--- src/rtl/tb_fetch_ctrl.sv ---
// Fetch controller: walks a 2D tile in SRAM line by line and streams each line, with lane mask and end-of-row flag, to the transpose buffer.
// Latency: first sram_ren one cycle after start is sampled; a line reaches tb_valid two cycles after its sram_ren; one line per cycle sustained.
// Backpressure: tb_ready low holds the 2-entry skid FIFO head stable; reads pause while FIFO occupancy plus the in-flight read would exceed two.
//
// Ports: clk/rst (async active-high); cfg_* tile description latched on an accepted start;
//        sram_ren/sram_addr/sram_rdata line-read port (1-cycle read latency);
//        tb_valid/tb_ready/tb_data/tb_valid_mask/tb_row_last stream to the transpose buffer;
//        busy while a tile is in progress, done one-cycle completion pulse.

// Small generic FIFO; head entry is presented combinationally from storage.
module fetch_fifo #(
    parameter int WIDTH = 8,
    parameter int DEPTH = 2
) (
    input  logic                       clk,
    input  logic                       rst,
    input  logic                       push,
    input  logic [WIDTH-1:0]           push_dat,
    input  logic                       pop,
    output logic [WIDTH-1:0]           head_dat,
    output logic [$clog2(DEPTH+1)-1:0] count
);
    localparam int PTR_W = (DEPTH > 1) ? $clog2(DEPTH) : 1;
    localparam int CNT_W = $clog2(DEPTH + 1);

    logic [WIDTH-1:0] mem [DEPTH];
    logic [PTR_W-1:0] wr_ptr;
    logic [PTR_W-1:0] rd_ptr;

    function automatic logic [PTR_W-1:0] ptr_inc(input logic [PTR_W-1:0] p);
        return (p == PTR_W'(DEPTH - 1)) ? '0 : p + PTR_W'(1);
    endfunction

    always_ff @(posedge clk or posedge rst) begin
        if (rst) begin
            for (int i = 0; i < DEPTH; i++) begin
                mem[i] <= '0;
            end
            wr_ptr <= '0;
            rd_ptr <= '0;
            count  <= '0;
        end else begin
            if (push) begin
                mem[wr_ptr] <= push_dat;
                wr_ptr      <= ptr_inc(wr_ptr);
            end
            if (pop) begin
                rd_ptr <= ptr_inc(rd_ptr);
            end
            count <= count + CNT_W'(push) - CNT_W'(pop);
        end
    end

    assign head_dat = mem[rd_ptr];
endmodule


--- config.mk ---
export PLATFORM = sky130hd
export DESIGN_NAME = fetch_fifo
export DESIGN_NICKNAME = d
export VERILOG_FILES = /design/src/rtl/tb_fetch_ctrl.sv
export SDC_FILE = /design/constraint.sdc
export NUM_CORES = 1
export LEC_CHECK = 0
export ABC_AREA = 1
export ABC_CLOCK_PERIOD_IN_PS = 1200
export CAP_MARGIN = 20
export CORE_MARGIN = 5
export CORE_UTILIZATION = 47
export CTS_CLUSTER_SIZE = 20
export DETAILED_ROUTE_END_ITERATION = 10
export GPL_ROUTABILITY_DRIVEN = 0
export HOLD_SLACK_MARGIN = 0.1
export PLACE_DENSITY = 0.74
export SETUP_SLACK_MARGIN = 0.4
export SYNTH_ARGS = -nofsm -noshare
export SYNTH_HDL_FRONTEND = slang
export SYNTH_SLANG_ARGS = --single-unit
export TNS_END_PERCENT = 30
--- constraint.sdc ---
create_clock -name clk -period 1.2 [get_ports clk]
set_input_delay 0.24 -clock clk [delete_from_list [all_inputs] [get_ports clk]]
set_output_delay 0.24 -clock clk [all_outputs]
set_load 0.005 [all_outputs]
==> impl_metrics.yaml <==
run_status:
  outcome: "complete, but fails checks"
  failed_checks: "negative setup slack"
clock_tree:
  ctsHoldBuffers: 0
  numCtsBuffers: 3
  cts_max_path_buffers: 2
  cts_tree: "yes"
  clkSinkCount: 20
  htreeDepth: 1
  clkTransAtPathRegs_ns: 0.11
  root_buffer: "clkbuf_4"
  insertion_delay_ns: 0.30
grt:
  grt_max_degree: 21
  first_global_vias: 718
  grtUsageTotal_pct: 14.8
  grt_pass1_wl_um: 3000
  overflow: 0
  antenna_found_initial: 0
placed_design:
  pre_cts_ws_ns: -0.267
  hpwlAfterDp_um: 1190
  dp_cells: 156
  numPortBuffers: 21
synth:
  synth-compound-area-share_pct: 13.2
  synth-seq-area-share_pct: 55.1
  synthAdderAreaFrac_pct: 2.75
  synth.area.mux_share_pct: 0
  synth_cell_type_count: 11
  syn_area_um2: 908
  syn-mean-instance-area_um2: 8.49
  synth_top_family_by_area: "simple AND/OR/NAND/NOR gates"
  synth_simple_gate_area_share_pct: 13.9
  synth_xor_area_share_pct: 1.93
  syn_inst: 107
  yosys_warnings: 0
  ys_seq_elements: 20
  synth_nets: 121
floorplan:
  die_h_um: 54.0
  rows: 16
  die_w_um: 54.0
  boundaryPins: 22
  initial_core_util_pct: 47.8
  core_area_um2: 1900
  die_area_um2: 2910
drt:
  drt_iter0_drc: 6
  drc: 0
  drt-wirelength-per-cell_um: 11.2
  ant_nets: 0
  vias_per_cell: 4.62
  dr.pass1.iters: 4
  vias: 753
  wirelength_um: 1830
worst_setup_path:
  crit_path_start: "rd_ptr$_DFFE_PP0P_"
  path_class: "reg -> out"
  r2r_slack_ns: 0.13
  crit_fanout: 8
  crit_slowest_cell: "dfrtp_1"
  critPathMaxStageDelay_ns: 0.44
  end_kind: "output port"
  r2r-start: "count[0]$_DFF_PP0_"
  crit_chain: "buf_6, o21ai_1, buf_2"
  reg2reg_depth: 7
  reg2reg_to: "count[1]$_DFF_PP0_"
  crit_arrival_ns: 1.14
  cp-start-kind: "register"
  crit_required_ns: 0.96
sta:
  max_freq_mhz: 725
  finalSetupViolCount: 8
  worst_slew_pin_slew_ns: 0.274
  min_period_ns: 1.38
  timing.final.crit_share_pct: 115
  slew_headroom_pct: 81.7
  grt_setup_unrepaired: "true"
  finalHoldViolations: 0
  fin_skew_ns: 0.00236
  setup_ws_ns: -0.179
  drv_slew: 0
run:
  cap_violations: 0
cells_and_area:
  fin_cells: 163
  n_antenna_cell: 0
  drive_gt1_share_pct: 50.0
  fill_cells: 144
  area_growth_pct: 46.8
  layout_commonest_cell: "nand2_2"
  nets: 151
  final_cell_mix: "21 x nand2_2, 20 x inv_1, 19 x dfrtp_1"
power_and_ir_drop:
  power_leakage_uw: 0.000668
  powerDensity_nw_per_um2: 2460
  peakVddDrop_uv: 1520
worst_hold_path:
  hold_class: "in -> async"
[where the power goes]
part	switching (uW)	total (uW)	internal, uW
Clock	208	394	185
Combinational	816	1600	785
Sequential	284	1290	1000
Total	1310	3280	1970
[per-stage QoR]
stage	hold slack, ns	utilization (%)	TNS [ns]	total power, uW	cell area (um2)
global placement	0.472	61.2	-4.15	2490	1160
global route	0.293	70.1	-1.88	3550	1330
CTS	0.248	65.2	-1.32	3000	1240
floorplan	0.204	-	0	1960	927
finish	0.246	70.1	-1.30	3280	1330
detailed placement	0.479	61.2	-4.26	2540	1160
[critical path, delay by kind of cell, from the launching register on]
family | cells | cell delay [ns]
buffers and inverters | 2 | 0.28
AO/OA/AOI/OAI | 1 | 0.11
flip-flops | 1 | 0.44
[logic make-up after synthesis]
kind of cell    Yosys count
simple gates             32
buf+inv                  27
compound gates           24
flops                    20
xor+xnor                  2
fa+ha+maj                 2
[worst max-delay path by stage]
stage | cells past startpoint | end | slack (ns)
floorplan | 6 | count[1]$_DFF_PP0_ | 0.13
global placement | 3 | head_dat[3] | -0.24
detailed placement | 3 | head_dat[7] | -0.27
CTS | 4 | head_dat[4] | -0.18
global route | 4 | head_dat[6] | -0.26
finish | 3 | head_dat[4] | -0.18
[per-layer routing]
layer	wire, um	vias to the layer above	global-route usage, %
met2	937	18	24.4
met5	0	-	0
li1	-	386	-
met1	764	345	17.0
met3	74	4	2.77
met4	57	0	10.6
[cell type report]
type / count / area, um2 / area share, %
flip-flops and latches: 20 / 502 / 37.6
clock buffers: 4 / 36.3 / 2.72
multi-input cells: 60 / 450 / 33.8
well taps: 27 / 33.8 / 2.53
repair buffers: 29 / 225 / 16.9
inverters: 23 / 86.3 / 6.47
[synthesized netlist by cell type, drive strengths merged]
cell type	count	area share, %
nand2	31	13
o21ai	24	13
inv	23	9.5
dfrtp	20	55
buf	4	3.6
ha	2	2.8
xor2	2	1.9
nand3	1	0.55
[repair_timing]
| item | 4_1_cts | 5_1_grt |
|---|---|---|
| cloned | 1 | 0 |
| gates resized for setup | 64 | 33 |
| pin swaps | 28 | 17 |
| endpoints found under the setup margin | 30 | 30 |
| setup buffers | 2 | 0 |
[registers in the layout (all words and copies together), names as in the netlist]
| register | cells |
|---|---|
| count | 2 |
| mem | 16 |
| rd_ptr | 1 |
| wr_ptr | 1 |
Note: power is estimated with default switching activity, not from simulation.
==> edit 1, RTL diff (config.mk and constraints unchanged) <==
Reset style: synchronous (`rst`), changed in one clocked block. Comments in the files are not updated.
--- a/src/rtl/tb_fetch_ctrl.sv
+++ b/src/rtl/tb_fetch_ctrl.sv
@@ -33,3 +33,3 @@
 
-    always_ff @(posedge clk or posedge rst) begin
+    always_ff @(posedge clk) begin
         if (rst) begin
Formal check against the unedited RTL: differs if rst is asserted again (counterexample within 4 cycles, from zero or initial values and one cycle with rst high); with rst held inactive, the same outputs for 10 cycles.
==> edit 1 against the unedited design <==
- the flow still finishes with violations (setup timing)
- area after synthesis up 3.2%
- register-to-register slack worse by 0.13 ns
- core utilization up 9.2 points
- design area up 14%
- final cell count down 13%
- first-iteration DRC count down 17%
- die area up 2.6%
- worst setup slack worse by 0.069 ns
- sequential cell count up 1
- wire length up 4.2%
- critical path type unchanged
- largest cell class unchanged
Power is not compared: it rests on default switching activity, and its combinational part moved more than twofold at a synthesized area within 25%.
==> edit 1: results (changes against the unedited design) <==
yosys:
  synth_edf_count: 16  # was 0
  synth_commonest_cells: "nor2_1 (20), edfxtp_1 (16), inv_1 (14)"  # was nand2_1 (29), inv_1 (23), dfrtp_1 (20)
  seq_area_frac_synth: 0.619  # was 0.551
  ys_ff_latch: 21  # was 20
  ys_types: 15  # was 11
  synth_area_leaders: "edfxtp_1 (51%), mux2_4 (13%), dfxtp_1 (11%)"  # was dfrtp_1 (55%), nand2_1 (12%), inv_1 (9.5%)
  syn_nets: 94  # was 121
  async_reset_ff_frac: 0  # was 1.00
  ys_warn_count: 0  # unchanged
cells_and_area:
  fillers: 121  # was 144
  layout.nets: 130  # was 151
  drive_above_1_share: 0.617  # was 0.500
  n_antenna_cell: 0  # unchanged
placed_design:
  hpwl_um: 1210  # was 1190 um
  portBuffers: 21  # unchanged
pwr:
  vdd_drop_max_mv: 0.846
worst_setup_path:
  cp.arrival_ns: 1.21  # was 1.14 ns
  rrSetupSlack_ns: 0  # was 0.13 ns
  r2r-end: "count[1]$_SDFF_PP0_"  # was count[1]$_DFF_PP0_
  crit_end: "head_dat[0]"  # was head_dat[4]
  rr_startpoint: "count[0]$_SDFF_PP0_"  # was count[0]$_DFF_PP0_
  worst-r2r-cell-count: 8  # was 7
  crit_slowest_cell: "dfxtp_2"  # was dfrtp_1
  slowest_delay_ns: 0.36  # was 0.44 ns
detailed_routing:
  wire_per_inst_um: 13.5  # was 11.2 um
  dr.first_iter.drc_count: 5  # was 6
  first_pass_iters: 2  # was 4
  vias: 673  # was 753
run_status:
  outcome: "finished, violations left"  # unchanged
  violations: "setup timing"  # unchanged
timing:
  setup_viol_count_final: 9  # was 8
  timing.final.ws_setup_ns: -0.248  # was -0.179 ns
  setup_tns_ns: -1.92  # was -1.30 ns
  tightest_slew_ns: 0.193  # was 0.274 ns
  clock_skew_ns: 0.00125  # was 0.00236 ns
grt:
  antenna_found_initial: 0  # unchanged
  grt_max_degree: 13  # was 21
  grt_pass1_vias: 637  # was 718
  grt_pass1_wl_um: 2750  # was 3000 um
  grt_usage: 0.137  # was 0.148
clock_network:
  cts_root_buffer: "clkbuf_4"  # unchanged
  clock_latency_ns: 0.29
hold_path:
  hold_class: "input pin to register"  # was input pin to asynchronous set/reset pin
-- edit 1: metrics by stage --
step / setup slack [ns] / cell area (um2) / hold WS, ns / cells
finish: -0.248 / 1530 / 0.350 / 142
global route: -0.281 / 1530 / 0.355 / 142
CTS: -0.266 / 1410 / 0.344 / 142
detailed placement: -0.408 / 1280 / 0.498 / 135
global placement: -0.321 / 1280 / 0.492 / 135
floorplan: 0.0354 / 960 / 0.304 / 80
-- edit 1: cell families (layout without fill, tap and decap cells) --
logic type,Yosys count,in the layout,share of synthesized area
buffers and inverters,16,51,0.0721
AND/OR/NAND/NOR,31,31,0.139
XOR/XNOR,1,1,0.00935
flip-flops,21,21,0.619
AO/OA/AOI/OAI,1,1,0.00534
multiplexers,8,8,0.128
adder cells (fa/ha/maj),2,2,0.0267
-- edit 1: power breakdown --
part | switching, W | internal [W] | total (W)
Combinational | 0.000201 | 0.000261 | 0.000462
Sequential | 0.0000264 | 0.000843 | 0.000870
Clock | 0.000204 | 0.000124 | 0.000327
Total | 0.000431 | 0.00123 | 0.00166
-- edit 1: routing by layer --
layer | global-route usage | routed length (um) | up-vias | part of all wire
li1 | - | - | 329 | -
met1 | 0.142 | 704 | 324 | 0.37
met2 | 0.254 | 1080 | 16 | 0.57
met5 | 0 | 0 | - | 0
met3 | 0.0272 | 84 | 4 | 0.044
met4 | 0.0747 | 38 | 0 | 0.020
-- edit 1: what timing repair did --
item | CTS | global route
resized for setup | 76 | 31
endpoints found under the hold margin | 0 | 0
setup buffers | 2 | 0
gates cloned | 1 | 0
hold buffers | 0 | 0
pin swaps | 23 | 20
setup endpoints to repair | 47 | 45
-- edit 1: final cells by class --
cell class | count | share of cell area
Clock buffer | 3 | 0.0148
Clock inverter | 1 | 0.00328
Inverter | 15 | 0.0386
Multi-Input combinational cell | 43 | 0.314
Sequential cell | 21 | 0.386
Tap cell | 27 | 0.0221
Timing Repair Buffer | 32 | 0.221
-- edit 1: how the worst min path moves through the flow --
stage | start | to | slack, ns | depth (start not counted)
6_report | rst | count[0]$_SDFF_PP0_ | 0.35 | 3
5_1_grt | rst | count[0]$_SDFF_PP0_ | 0.36 | 3
4_1_cts | rst | register | 0.34 | 3
3_5_place_dp | wr_ptr$_SDFFE_PP0P_ | wr_ptr$_SDFFE_PP0P_ | 0.50 | 2
3_3_place_gp | wr_ptr$_SDFFE_PP0P_ | wr_ptr$_SDFFE_PP0P_ | 0.49 | 2
2_1_floorplan | rst | count[0]$_SDFF_PP0_ | 0.30 | 1
-- edit 1: critical path: cells and delay by family, from the launching register on --
family | cells | cell delay [ns]
flip-flops | 1 | 0.36
buffers and inverters | 2 | 0.25
multiplexers | 1 | 0.31
==> edit 2, RTL diff (config.mk and constraints unchanged) <==
Without the edit above. Set the parameter `DEPTH` to 1 (it was 2).
--- a/src/rtl/tb_fetch_ctrl.sv
+++ b/src/rtl/tb_fetch_ctrl.sv
@@ -12,3 +12,3 @@
     parameter int WIDTH = 8,
-    parameter int DEPTH = 2
+    parameter int DEPTH = 1
 ) (
Ports: changed (resized count); port bits go from 22 to 21. The function was not compared with the original's and may differ.
==> edit 2 against the unedited design <==
- the flow now stops in power grid generation
- area after synthesis is 60% lower
==> edit 2: results (changes against the unedited design) <==
yosys:
  async_reset_ff_frac: 1.00  # unchanged
  synth_top_area_frac: 0.616  # was 0.551
  synth_commonest_cells: "nand2_1 (29), dfrtp_1 (9), inv_1 (3)"  # was nand2_1 (29), inv_1 (23), dfrtp_1 (20)
  syn_nets: 56  # was 121
  ys_warn_count: 0  # unchanged
  synth_area_leaders: "dfrtp_1 (62%), nand2_1 (30%), buf_6 (3.1%)"  # was dfrtp_1 (55%), nand2_1 (12%), inv_1 (9.5%)
  ys_types: 6  # was 11
  seq_area_frac_synth: 0.616  # was 0.551
  syn_area_per_cell_um2: 8.30  # was 8.49 um2
  ys_ff_latch: 9  # was 20
run_status:
  stop_stage: "power grid generation"
  error_line: "[ERROR PDN-0185] Insufficient width (27.60 um) to add straps on layer met4 in grid \"grid\" with total strap width 15.2 um and offset 13.6 um."
  outcome: "aborted with a tool error"  # was finished, violations left
die:
  num_rows: 10  # was 16
edit 2: cell types whose count changed after synthesis, moves of 8 or more:
cell     delta
o21ai_0     -8
inv_1      -20
o21ai_1    -16
dfrtp_1    -11
edit 2: cell families after synthesis:
family	Yosys count	synth area share
and+or+nand+nor	30	0.312
buffers and inverters	5	0.0719
DFF	9	0.616
